### config.mk
export PLATFORM = sky130hd
export DESIGN_NAME = operand_loader
export DESIGN_NICKNAME = d
export VERILOG_FILES = /design/src/rtl/alu_io_pkg.sv /design/src/rtl/edge_detect.sv /design/src/rtl/operand_loader.sv
export SDC_FILE = /design/constraint.sdc
export NUM_CORES = 1
export LEC_CHECK = 0
export CAP_MARGIN = 40
export CORE_MARGIN = 8
export CORE_UTILIZATION = 40
export DETAILED_ROUTE_END_ITERATION = 16
export PLACE_DENSITY = 0.75
export SYNTH_ARGS = -nofsm -noshare
export SYNTH_HDL_FRONTEND = slang
export SYNTH_SLANG_ARGS = --single-unit
export TNS_END_PERCENT = 5
### constraint.sdc
create_clock -name clk -period 1.4 [get_ports clk]
set_input_delay 0.28 -clock clk [delete_from_list [all_inputs] [get_ports clk]]
set_output_delay 0.28 -clock clk [all_outputs]
set_load 0.005 [all_outputs]
### src/rtl/alu_io_pkg.sv
// Shared types and constants for the ALU operand front-end: FSM state
// encoding, flag bit positions and the flag packing helper.
package alu_io_pkg;

   typedef enum logic [2:0] {
      IDLE  = 3'd0,
      GOT_A = 3'd1,
      EXEC  = 3'd2,
      SHOW  = 3'd3
   } state_t;

   localparam int FLAG_N = 3;
   localparam int FLAG_Z = 2;
   localparam int FLAG_C = 1;
   localparam int FLAG_V = 0;

   // Packs the individual ALU flag lines into the {N, Z, C, V} display word.
   function automatic logic [3:0] pack_flags(input logic n, input logic z,
                                             input logic c, input logic v);
      logic [3:0] f;
      f         = '0;
      f[FLAG_N] = n;
      f[FLAG_Z] = z;
      f[FLAG_C] = c;
      f[FLAG_V] = v;
      return f;
   endfunction

endpackage

### src/rtl/edge_detect.sv
// Two-flop synchronizer for the asynchronous push-button followed by a
// rising-edge detector producing one single-cycle press per button press.
module edge_detect (
   input  logic clk,
   input  logic rst,
   input  logic btn,
   output logic press
);

   logic s1;
   logic s2;
   logic s3;

   // s1/s2 resynchronize btn; s3 remembers the previous synchronized level
   always_ff @(posedge clk) begin
      if (rst) begin
         s1 <= 1'b0;
         s2 <= 1'b0;
         s3 <= 1'b0;
      end else begin
         s1 <= btn;
         s2 <= s1;
         s3 <= s2;
      end
   end

   assign press = s2 & ~s3;

endmodule

### src/rtl/operand_loader.sv
// Loads ALU operands A and B from switches on successive button presses and
// captures the ALU result and flags one cycle after B is loaded.
module operand_loader
   import alu_io_pkg::*;
#(
   parameter int M     = 4,
   parameter int CNT_W = 8
) (
   input  logic             clk,
   input  logic             rst,
   input  logic [M-1:0]     sw,
   input  logic             btn,
   input  logic [M-1:0]     R_in,
   input  logic             C_in,
   input  logic             N_in,
   input  logic             V_in,
   input  logic             Z_in,
   output logic [M-1:0]     A,
   output logic [M-1:0]     B,
   output logic [M-1:0]     R_q,
   output logic [3:0]       flags_q,
   output logic             valid,
   output logic [CNT_W-1:0] op_count,
   output logic [2:0]       state_o
);

   logic   press;
   state_t state;

   edge_detect u_edge_detect (
      .clk   (clk),
      .rst   (rst),
      .btn   (btn),
      .press (press)
   );

   // EXEC ignores press entirely, so a pulse landing there is dropped rather
   // than queued; A/B only move on press edges, keeping the ALU stable.
   always_ff @(posedge clk) begin
      if (rst) begin
         state    <= IDLE;
         A        <= '0;
         B        <= '0;
         R_q      <= '0;
         flags_q  <= '0;
         valid    <= 1'b0;
         op_count <= '0;
      end else begin
         case (state)
            IDLE: begin
               if (press) begin
                  A     <= sw;
                  state <= GOT_A;
               end
            end
            GOT_A: begin
               if (press) begin
                  B     <= sw;
                  state <= EXEC;
               end
            end
            EXEC: begin
               R_q      <= R_in;
               flags_q  <= pack_flags(N_in, Z_in, C_in, V_in);
               valid    <= 1'b1;
               op_count <= op_count + 1'b1;
               state    <= SHOW;
            end
            SHOW: begin
               if (press) begin
                  A     <= sw;
                  valid <= 1'b0;
                  state <= GOT_A;
               end
            end
            default: state <= IDLE;
         endcase
      end
   end

   assign state_o = state;

endmodule

# Word level (Yosys, flattened, before mapping)
# Cells that the tools add are included.
# word_totals
n_memories,0
output_inout_bits,28
inputBits,15
register_bits,31
latchBits,0
word_cells,31
ram_bits,0
romBits,0
# op_classes
mux,5
n_eq_ne,6
reduce_logical,7
n_shift,0
n_addsub,1
magnitude_cmp,0
multipliers,0
bitwise,2
n_div,0
# ops
op,count
case mux 3 bit (3 select lines),1
"adder 8 x 1 -> 8 bit, second input constant",1
AND reduction 2 bit,4
"equality test 3 x 2 -> 1 bit, second input constant",2
2-to-1 mux 3 bit,2
"inequality test 2 bit, second input constant",2
"equality test 3 x 1 -> 1 bit, second input constant",1
logical NOT 3 bit,1
"inequality test 2 x 1 -> 1 bit, second input constant",1
case mux 1 bit (2 select lines),1
nonzero test 2 bit,1
OR reduction 2 bit,1
AND 1 bit,1
2-to-1 mux 1 bit,1
NOT 1 bit,1

# Longest topological paths before layout
# logic_depth
ltp_word,4
mapped_depth,6
depth_no_buf,5

# Modules after synthesis
# Synthesis repeated with hierarchy kept, for this count alone.
# hier_totals
cells_unflattened,127
hier_area_um2,1162.4
# by_module_without_submodules
module,cells_each,instances,area_per_inst_um2,seq_area_each_um2
operand_loader,120,1,1074.8,540.5
edge_detect,7,1,87.6,60.1

# Worst setup path before layout
# No wires, ideal clock.
# synth_timing
path_kind,reg-to-reg
start,reg state[1] (netlist: state_o[1])
end,reg op_count[5]
path_stages_with_launch,6
required_time_ns,1.329
arrival_ns,1.242
setup_time_ns,0.071
synth_period_minus_slack_ns,1.313
slack_ns,0.087
path_buffers,1
cell_sequence,dfxtp_1 -> ha_1 -> buf_4 -> nand4_2 -> or3_1 -> a21oi_1
# synth_via
elab_chain_cells,1
# synth_lines
item,line,source
start: declaration,operand_loader.sv:28,state_t state;
start signal: assignment,operand_loader.sv:41,state <= IDLE;
start signal: assignment,operand_loader.sv:53,state <= GOT_A;
start signal: assignment,operand_loader.sv:59,state <= EXEC;
equality test 3 x 2 -> 1 bit,operand_loader.sv:49,case (state)
end signal: assignment,operand_loader.sv:66,op_count <= op_count + 1'b1;
end: declaration,operand_loader.sv:23,"output logic [CNT_W-1:0] op_count,"
# No other way between the ends.
# A chain may end at the register's enable or synchronous reset.

# Final worst setup path
# layout_timing
start,reg state[0] (netlist: state_o[0])
end,reg A[0]
# layout_via
elab_chain_cells,3
elab_cells_between_ends,4
classes_between,1 x eq/ne; 3 x reduce/logical
# layout_lines
item,line,source
equality test 3 x 2 -> 1 bit or logical NOT 3 bit (tied branches),operand_loader.sv:49,
OR reduction 2 bit (no line) (*),--,
AND reduction 2 bit (no line) (*),--,
end signal: assignment,operand_loader.sv:52,A <= sw;
end signal: assignment,operand_loader.sv:71,A <= sw;
end: declaration,operand_loader.sv:18,"output logic [M-1:0] A,"
# Every way passes the cells marked *; elsewhere a longest branch is shown, timed or not.

==> out/qor.yml <==
cts:
  clock_latency_ns: 0.33
  cts_root_buffer: "clkbuf_4"
  cts_num_sinks: 30
  cts_made_buffers: 5
  post_cts_buffers: 0
  clockBufferDepth: 2
  cts_tree: "done"
  path_clk_slew_ns: 0.10
  htreeDepth: 2
  holdBufCountCts: 0
routing:
  first_pass_iters: 4
  ant_nets: 0
  routed_wl_mm: 2.65
  viasPerCell: 4.80
  drt-initial-drc-count: 50
  wl_per_cell_um: 13.3
  dr_total_vias: 955
  post-route-drc-count: 0
timing:
  fin_setup_tns_ns: 0
  fmax_mhz: 738
  fin_ws_ns: 0.0456
  report.final.hold_viol_count: 0
  finalCriticalPeriod_ns: 1.35
  finalMaxSlewViolations: 0
  finalCritPeriodShare_pct: 96.7
  rsz0062_at_grt: "true"
  skew_ns: 0.00873
  setup_viol: 0
layout:
  fin_util_pct: 64.1
  design_area_um2: 1770
  nNetsFinal: 186
  n_fill_cell: 243
  drive_above_1_share_pct: 16.7
  diodes: 0
  area_growth_pct: 52.5
logic_synthesis:
  synth_area_leaders: "dfxtp_1 52%, mux2i_1 15%, nor2_1 6.8%, ha_1 4.3%, a21oi_1 2.6%"
  ys_seq_area_share_pct: 51.8
  syn_inst: 117
  netlist.area_leader.share_pct: 51.8
  netlist_area_um2: 1160
  ys_seq_elements: 30
  yosysUniqueCellTypes: 22
  yosysTopAreaCell: "dfxtp_1"
  synth.avg_cell_area_um2: 9.90
  ys_warn_count: 0
  synth.net_count: 136
worst_hold_path:
  min_from: "u_edge_detect.s1$_SDFF_PP0_"
  hold_depth: 1
  whs_endpoint: "u_edge_detect.s2$_SDFF_PP0_"
  hp-class: "flop to flop"
grt:
  grt_max_degree: 31
  grt_antenna_before_repair: 0
  grt.total_usage_pct: 11.9
  grt_overflow: 0
  grt_pass1_wl_mm: 4.70
  first_global_vias: 988
critical_path:
  reg2reg_to: "A[0]$_SDFFE_PP0P_"
  arrival_ns: 1.57
  crit_fanout: 4
  crit_type: "flop to flop"
  endpoint_kind: "flop"
  required_ns: 1.62
  r2r_slack_ns: 0.05
  cp-start-kind: "flop"
  r2r-start: "state_o[0]$_SDFFE_PP0P_"
  worstRegToRegCells: 5
place:
  place_congestion: 0.737
  hpwl_mm: 1.98
  dp_slack_ns: 0.0409
  io_buffers: 41
  placedInstanceArea_um2: 1650
floorplan:
  die_w_um: 69.8
  die_area_um2: 4870
  fp.dieH_um: 69.8
  initial_core_util_pct: 42.0
  core-area_um2: 2760
  rows: 19
  io_pins: 43
status:
  run_status: "completed"
pwr:
  vdd_ir_drop_max_v: 0.00134
  cellPowerDensity_nw_per_um2: 1590
  leakage_nw: 0.862
  design_power_total_mw: 2.81
job:
  maxCapViolations: 0
## cells in the mapped netlist (all sizes together)
cell type and count:
nand3b 2, nor2b 3, ha 4, mux2i 17, clkbuf 3, nand2b 1
nor2 21, or3 3, xnor2 1, o21ai 4, nand4 3, xor2 3
inv 3, a21oi 6, buf 3, conb 1, a21o 2, nand2 5
dfxtp 30, nand3 2
## layout by cell type (no fill, tap or decap), drive strengths merged
cell and n:
nand2 5, a21o 2, or3 3, xnor2 1, nand3 2, inv 3
buf 8, nor2b 3, bufinv 2, ha 4, xor2 3, nand2b 1
dlygate4sd2 25, o21ai 4, clkbuf 6, nand3b 2, mux2i 17, nor2 21
clkdlybuf4s50 14, a21oi 6, conb 1, clkdlybuf4s15 2, nand4 3, dfxtp 30
## sequential cells by signal (all words and copies together), names as in the netlist
signal	flops
u_edge_detect.s2	1
state_o	2
flags_q	4
u_edge_detect.s3	1
valid	1
R_q	4
op_count	8
A	4
u_edge_detect.s1	1
B	4
## repair_timing
action,in CTS,in global routing
hold endpoints to repair,0,0
pin swaps,0,1
setup endpoints to repair,28,9
resized for setup,37,6
## stage by stage
stage | hold slack (ns) | instances
2_1_floorplan | 0.408 | 117
3_3_place_gp | 0.428 | 191
3_5_place_dp | 0.431 | 191
4_1_cts | 0.462 | 199
5_1_grt | 0.476 | 199
6_report | 0.461 | 199
## worst max path at each step
stage	slack (ns)	start	depth (start not counted)	end
3_5_place_dp	0.04	state_o[0]$_SDFFE_PP0P_	5	A[0]$_SDFFE_PP0P_
4_1_cts	0.004	state_o[0]$_SDFFE_PP0P_	5	A[0]$_SDFFE_PP0P_
3_3_place_gp	0.09	state_o[1]$_SDFFE_PP0P_	6	B[1]$_SDFFE_PP0P_
2_1_floorplan	0.09	state_o[1]$_SDFFE_PP0P_	5	op_count[5]$_SDFFE_PP0P_
5_1_grt	-0.02	state_o[0]$_SDFFE_PP0P_	5	A[0]$_SDFFE_PP0P_
6_report	0.05	state_o[0]$_SDFFE_PP0P_	5	A[0]$_SDFFE_PP0P_
## cell type report
| class | instances | area [um^2] | area share [%] |
|---|---|---|---|
| clock buffers | 6 | 51.3 | 2.90 |
| well taps | 31 | 38.8 | 2.20 |
| flip-flops and latches | 30 | 614 | 34.8 |
| clock inverters | 2 | 60.1 | 3.40 |
| multi-input cells | 78 | 539 | 30.5 |
| repair buffers | 49 | 452 | 25.6 |
| inverters | 3 | 11.3 | 0.637 |
## kinds of logic after synthesis
logic type | share of synthesized area (%)
flops | 51.8
buf+inv | 3.67
mux | 14.7
fa+ha+maj | 4.32
simple gates | 16.5
other cells | 0.324
compound gates | 5.62
xor+xnor | 3.02
## layer usage
| layer | track usage (%) | part of all wire, % |
|---|---|---|
| met3 | 10.0 | 13 |
| met2 | 17.0 | 45 |
| met5 | 0 | 0 |
| met1 | 12.5 | 42 |
| met4 | 4.02 | 0 |
## worst max-delay path: stages, from the launching register on
cell and delay [ns]:
dfxtp_2 0.34, inv_1 0.04, ha_2 0.33, nand3b_1 0.21, mux2i_1 0.25, nor2_1 0.07
## power by group
group          internal [mW]  switching [mW]  leakage [nW]
Sequential             0.988          0.0770         0.248
Clock                  0.605           0.301        0.0585
Combinational          0.460           0.376         0.555
Power figures use the tool's default switching activity.
